**src/rtl/pipe_fixed_point_to_float32.sv**
```systemverilog
// Pipelined signed fixed-point to IEEE-754 single-precision converter.
// One normalize step per stage, then optional round-half-up, then pack.
module pipe_fixed_point_to_float32 #(
    parameter int unsigned WII   = 8,
    parameter int unsigned WIF   = 8,
    parameter int unsigned ROUND = 1
) (
    input  logic               clk,
    input  logic               rst_n,
    input  logic [WII+WIF-1:0] in,
    input  logic               i_valid,
    output logic [31:0]        out,
    output logic               o_valid
);

    localparam int unsigned W  = WII + WIF;
    localparam int unsigned L  = W + 3;
    localparam int unsigned EW = 10;
    localparam logic [EW-1:0] EXP_INIT = EW'(127 + W - 1 - WIF);

    // Stage 0 is the sign/magnitude capture, stages 1..W are normalize steps
    logic [W:0][W-1:0]  mag_q, mag_d;
    logic [W:0][EW-1:0] exp_q, exp_d;
    logic [W:0]         sgn_q, sgn_d;

    logic [22:0] rman_q, rman_d;
    logic [7:0]  rexp_q, rexp_d;
    logic        rsgn_q, rsgn_d;
    logic        rnz_q,  rnz_d;

    logic [31:0] out_q, out_d;
    logic [L-1:0] vld_q, vld_d;

    logic [24:0] top_c;
    logic        guard_c;
    logic [23:0] man_sum_c;

    // Magnitude capture and the chain of single-bit normalize steps
    always_comb begin
        mag_d = '0;
        exp_d = '0;
        sgn_d = '0;

        sgn_d[0] = in[W-1];
        mag_d[0] = in[W-1] ? W'(~in + W'(1)) : in;
        exp_d[0] = EXP_INIT;

        for (int unsigned j = 1; j <= W; j++) begin
            sgn_d[j] = sgn_q[j-1];
            if (!mag_q[j-1][W-1] && (|mag_q[j-1])) begin
                mag_d[j] = mag_q[j-1] << 1;
                exp_d[j] = exp_q[j-1] - EW'(1);
            end else begin
                mag_d[j] = mag_q[j-1];
                exp_d[j] = exp_q[j-1];
            end
        end
    end

    // Mantissa extraction and guard-bit rounding; top_c = {msb, mantissa, guard}
    always_comb begin
        top_c     = 25'({mag_q[W], 24'b0} >> (W - 1));
        guard_c   = (ROUND != 0) && top_c[0];
        man_sum_c = {1'b0, top_c[23:1]} + {23'b0, guard_c};
        rman_d    = man_sum_c[22:0];
        rexp_d    = 8'(exp_q[W] + EW'(man_sum_c[23]));
        rsgn_d    = sgn_q[W];
        rnz_d     = top_c[24];
    end

    // Final packing; a zero magnitude always yields +0
    always_comb begin
        out_d = rnz_q ? {rsgn_q, rexp_q, rman_q} : 32'h0;
        vld_d = {vld_q[L-2:0], i_valid};
    end

    // Pipeline registers, all cleared asynchronously
    always_ff @(posedge clk or negedge rst_n) begin
        if (!rst_n) begin
            mag_q  <= '0;
            exp_q  <= '0;
            sgn_q  <= '0;
            rman_q <= '0;
            rexp_q <= '0;
            rsgn_q <= 1'b0;
            rnz_q  <= 1'b0;
            out_q  <= '0;
            vld_q  <= '0;
        end else begin
            mag_q  <= mag_d;
            exp_q  <= exp_d;
            sgn_q  <= sgn_d;
            rman_q <= rman_d;
            rexp_q <= rexp_d;
            rsgn_q <= rsgn_d;
            rnz_q  <= rnz_d;
            out_q  <= out_d;
            vld_q  <= vld_d;
        end
    end

    assign out     = out_q;
    assign o_valid = vld_q[L-1];

endmodule
```
**config.mk**
```make
export PLATFORM = sky130hd
export DESIGN_NAME = pipe_fixed_point_to_float32
export DESIGN_NICKNAME = d
export VERILOG_FILES = /design/src/rtl/pipe_fixed_point_to_float32.sv
export SDC_FILE = /design/constraint.sdc
export NUM_CORES = 1
export LEC_CHECK = 0
export BUFFER_PORTS_ARGS = -buffer_cell sky130_fd_sc_hd__clkbuf_2
export CORE_MARGIN = 1
export CORE_UTILIZATION = 33
export CTS_BUF_LIST = sky130_fd_sc_hd__clkbuf_4 sky130_fd_sc_hd__clkbuf_8
export CTS_CLUSTER_DIAMETER = 40
export DETAILED_ROUTE_END_ITERATION = 10
export PLACE_DENSITY = 0.58
export SLEW_MARGIN = 20
export SYNTH_ARGS = -nofsm -noshare
export SYNTH_HDL_FRONTEND = slang
export SYNTH_SLANG_ARGS = --single-unit
export TNS_END_PERCENT = 5
```
**constraint.sdc**
```tcl
create_clock -name clk -period 2.9 [get_ports clk]
set_input_delay 0.145 -clock clk [delete_from_list [all_inputs] [get_ports clk]]
set_output_delay 0.145 -clock clk [all_outputs]
set_load 0.02 [all_outputs]
```
# == Word-level counts from Yosys, hierarchy flattened ==
# Cells that the tools add are included.
# word_totals
register_bits,494
in_bits,19
output_inout_bits,33
# op_classes
addsub,17
n_mux,34
n_bitwise,1
n_reduce_logical,48
# op_table
op,n
$mux W16,17
$reduce_or A16 Y1,16
$mux W8,16
$sub A8 B1 Y8 const B,16
$mux W32,1
$add A16 B1 Y16 const B,1
$logic_and A1 B1 Y1,16
$logic_not A1 Y1,16
$not A16 Y16,1

# == Logic depth before layout (Yosys ltp) ==
# depth
depth_word,3
mapped_depth,6

# == Worst setup path after synthesis ==
# No wires, ideal clock.
# synth_path
path_type,reg-to-reg
startpoint,reg mag_q[171] (netlist name)
endpoint,reg mag_q[184] (netlist name)
setup_time_ns,0.125
arrival_ns,1.491
t_required_ns,2.775
slack_ns,1.284
stages_incl_launch_ff,5
path_buffers,1
synth_period_minus_slack_ns,1.616
cell_sequence,dfrtp_1 -> nor4_1 -> a41oi_2 -> buf_6 -> mux2_4
# synth_lines
item,line,text
start: declaration,22,"logic [W:0][W-1:0] mag_q, mag_d;"
start signal: assignment,90,mag_q <= mag_d;

==> flow_metrics.tcl <==
set metrics [dict create \
    drv_cap 0 \
    grt_pass1_wl_um 50500 \
    synth-seq-cells 481 \
    antenna_left 0 \
    port-buffer-count 43 \
    cts_sinks 481 \
    detail_route.wl_per_cell_um 12.9 \
    cp_common_cell "dlygate4sd3_1" \
    dieWidth_um 238 \
    die_h_um 238 \
    syn_area_per_cell_um2 14.4 \
    yosysTopAreaCellShare_pct 65.7 \
    synth_edf_count 0 \
    irDropWorstVdd_mv 0.364 \
    setup_viol 0 \
    overflow 0 \
    critPathMaxStageDelay_ns 0.56 \
    cts_buffers 76 \
    cts-root-buf "clkbuf_8" \
    hold_slack_ns 0.145 \
    core-area_um2 55000 \
    grt_antenna_before_repair 0 \
    clock_latency_ns 0.62 \
    syn-cell-area_um2 18300 \
    cp_max_fo 5 \
    place_congestion 0.737 \
    io_pins 52 \
    seq_area_frac_synth_pct 65.7 \
    grt_usage_pct 10.9 \
    ctsHoldBuffers 27 \
    endpoint_kind "register" \
    crit_type "primary input to register" \
    cp-start-kind "primary input" \
    dr.first_iter.drc_count 264 \
    viasPerCell 4.43 \
    dieArea_um2 56500 \
    synth_area_leaders "dfrtp_1 (66%), mux2_2 (13%), xnor2_1 (4.9%), nor4_1 (2.6%), ha_1 (1.3%)" \
    worst_pin_slew_ns 0.998 \
    worstPathRequired_ns 3.45 \
    final_nets 1433 \
    syn_to_final_growth_pct 16.9 \
    fill_cells 5165 \
    cts_tree "built" \
    max_freq_ghz 0.461 \
    seqCellArea_um2 12000 \
    crit_buf_inv 3 \
    htreeDepth 3 \
    drv_slew 0 \
    cts_setup_buffers 0 \
    drc 0 \
    drive_above_1_share_pct 30.5 \
    n_antenna_cell 0 \
    hold_class "primary input to async pin" \
    syn_inst 1273 \
    multiInputGateArea_um2 5970 \
    synth_cell_type_count 45 \
    layout_min_cycle_time_ns 2.17 \
    dp_hpwl_um 18800 \
    cp_top_family "buffers and inverters" \
    num_rows 86 \
    worst_ep_arrival_time_ns 2.72 \
    path_clk_slew_ns 0.06 \
    reg2reg_slack_ns 0.80 \
    hold_viol 0 \
    synth_top_area_cell "dfrtp_1" \
    drtPass1Iterations 4 \
    yosysWarnings 0 \
    grt_pass1_vias 10700 \
    crit_chain "dlygate4sd3_1 > clkbuf_2 > nor4_1 > nand2_1 > o41ai_2 > xnor2_1 > dlygate4sd3_1" \
    synth_common_cells "dfrtp_1 (481), mux2_2 (211), xnor2_1 (103), nor4_1 (77), nand2_1 (53)" \
    grt_max_degree 96 \
    start_util_pct 33.3 \
    vias 9747 \
    post_cts_resize_count 0 \
    ys_async_sr_fraction_pct 100 \
    cp_slowest_cell "dlygate4sd3_1" \
    clk_path_buf_depth 3 \
    yosysMostFrequentCell "dfrtp_1" \
    status "completed" \
    leakagePower_uw 0.00891 \
    rsz0062_at_grt "false" \
    tns_ns 0 \
    synthFlopType "dfrtp_1" \
    max-slew-margin-rel_pct 33.5 \
    worst_clock_skew_ns 0.0167 \
    wl_um 28500 \
    fin_crit_sh_pct 74.7 \
    power.density_nw_per_um2 803 \
]
[layer usage]
layer | global-route usage [%] | wire length [µm]
met5 | 0 | 0
met4 | 4.48 | 876
met3 | 2.64 | 973
met2 | 19.7 | 14900
met1 | 12.1 | 11700
[worst reg2reg max path, delay by kind of cell, from the launching register on]
kind	cells	cell delay (ns)
mux	1	0.48
simple gates	1	0.49
flops	1	0.39
compound gates	1	0.62
[where the power goes]
| part | switching [µW] | internal, µW | total [µW] |
|---|---|---|---|
| clock network | 2530 | 3580 | 6110 |
| logic | 961 | 1170 | 2130 |
| registers | 909 | 8060 | 8970 |
| total | 4400 | 12800 | 17200 |
[cells in the final DEF (no fill, tap or decap), types with 25 or more instances in the layout]
| cell type | netlist | routed |
|---|---|---|
| dfrtp_1 | 481 | 481 |
| mux2_2 | 211 | 211 |
| xnor2_1 | 103 | 103 |
| clkbuf_8 | 0 | 95 |
| nor4_1 | 77 | 77 |
| nand2_1 | 53 | 53 |
| clkbuf_2 | 1 | 42 |
| inv_1 | 37 | 37 |
| and2_1 | 37 | 37 |
| nor2_1 | 33 | 33 |
| clkbuf_4 | 0 | 27 |
| dlygate4sd3_1 | 0 | 27 |
| nand3_1 | 25 | 25 |
[stage by stage]
step / instances / total power, µW / worst slack (ns) / utilization, % / instance area [µm²]
floorplan: 1280 / 10400 / 1.28 / - / 18400
global placement: 2038 / 11200 / 0.757 / 35.4 / 19500
detailed placement: 2038 / 11200 / 0.777 / 35.4 / 19500
CTS: 2202 / 17500 / 0.763 / 38.9 / 21400
global route: 2202 / 18200 / 0.551 / 39.0 / 21400
finish: 2202 / 17200 / 0.733 / 39.0 / 21400
[kinds of logic (layout without fill, tap and decap cells)]
group,Yosys count,after routing,synth area share (%)
flip-flops,481,481,65.7
AND/OR/NAND/NOR,311,311,9.66
multiplexers,227,227,14.0
XOR/XNOR,113,113,5.40
buffers and inverters,84,258,2.04
AO/OA/AOI/OAI,36,36,1.87
adder cells (fa/ha/maj),19,19,1.30
other,2,9,0.0410
[layout make-up]
class	count	area share, %
clock buffer	122	7.05
clock inverter	15	0.783
timing repair buffer	84	3.10
multi-input combinational	715	27.9
inverter	37	0.648
tap	748	4.37
sequential	481	56.2
[worst paths after layout]
path / endpoint / cells after the start / from
setup / recovery: mag_q[12]$_DFF_PN0_ / 7 / in[2]
hold / removal: out[13]$_DFF_PN0_ / 2 / rst_n
setup reg to reg: mag_q[214]$_DFF_PN0_ / 3 / mag_q[194]$_DFF_PN0_
hold reg to reg: rman_q[9]$_DFF_PN0_ / 0 / mag_q[257]$_DFF_PN0_
max in group asynchronous: exp_q[55]$_DFF_PN0_ / 3 / rst_n
min in group clk: vld_q[0]$_DFF_PN0_ / 2 / i_valid
[sequential cells by signal (all words and copies together) (netlist names)]
register and count:
rexp_q 8, rsgn_q 1, vld_q 19, rnz_q 1, sgn_q 17, mag_q 272
out 24, rman_q 15, exp_q 124
Note: power is estimated with default switching activity, not from simulation.
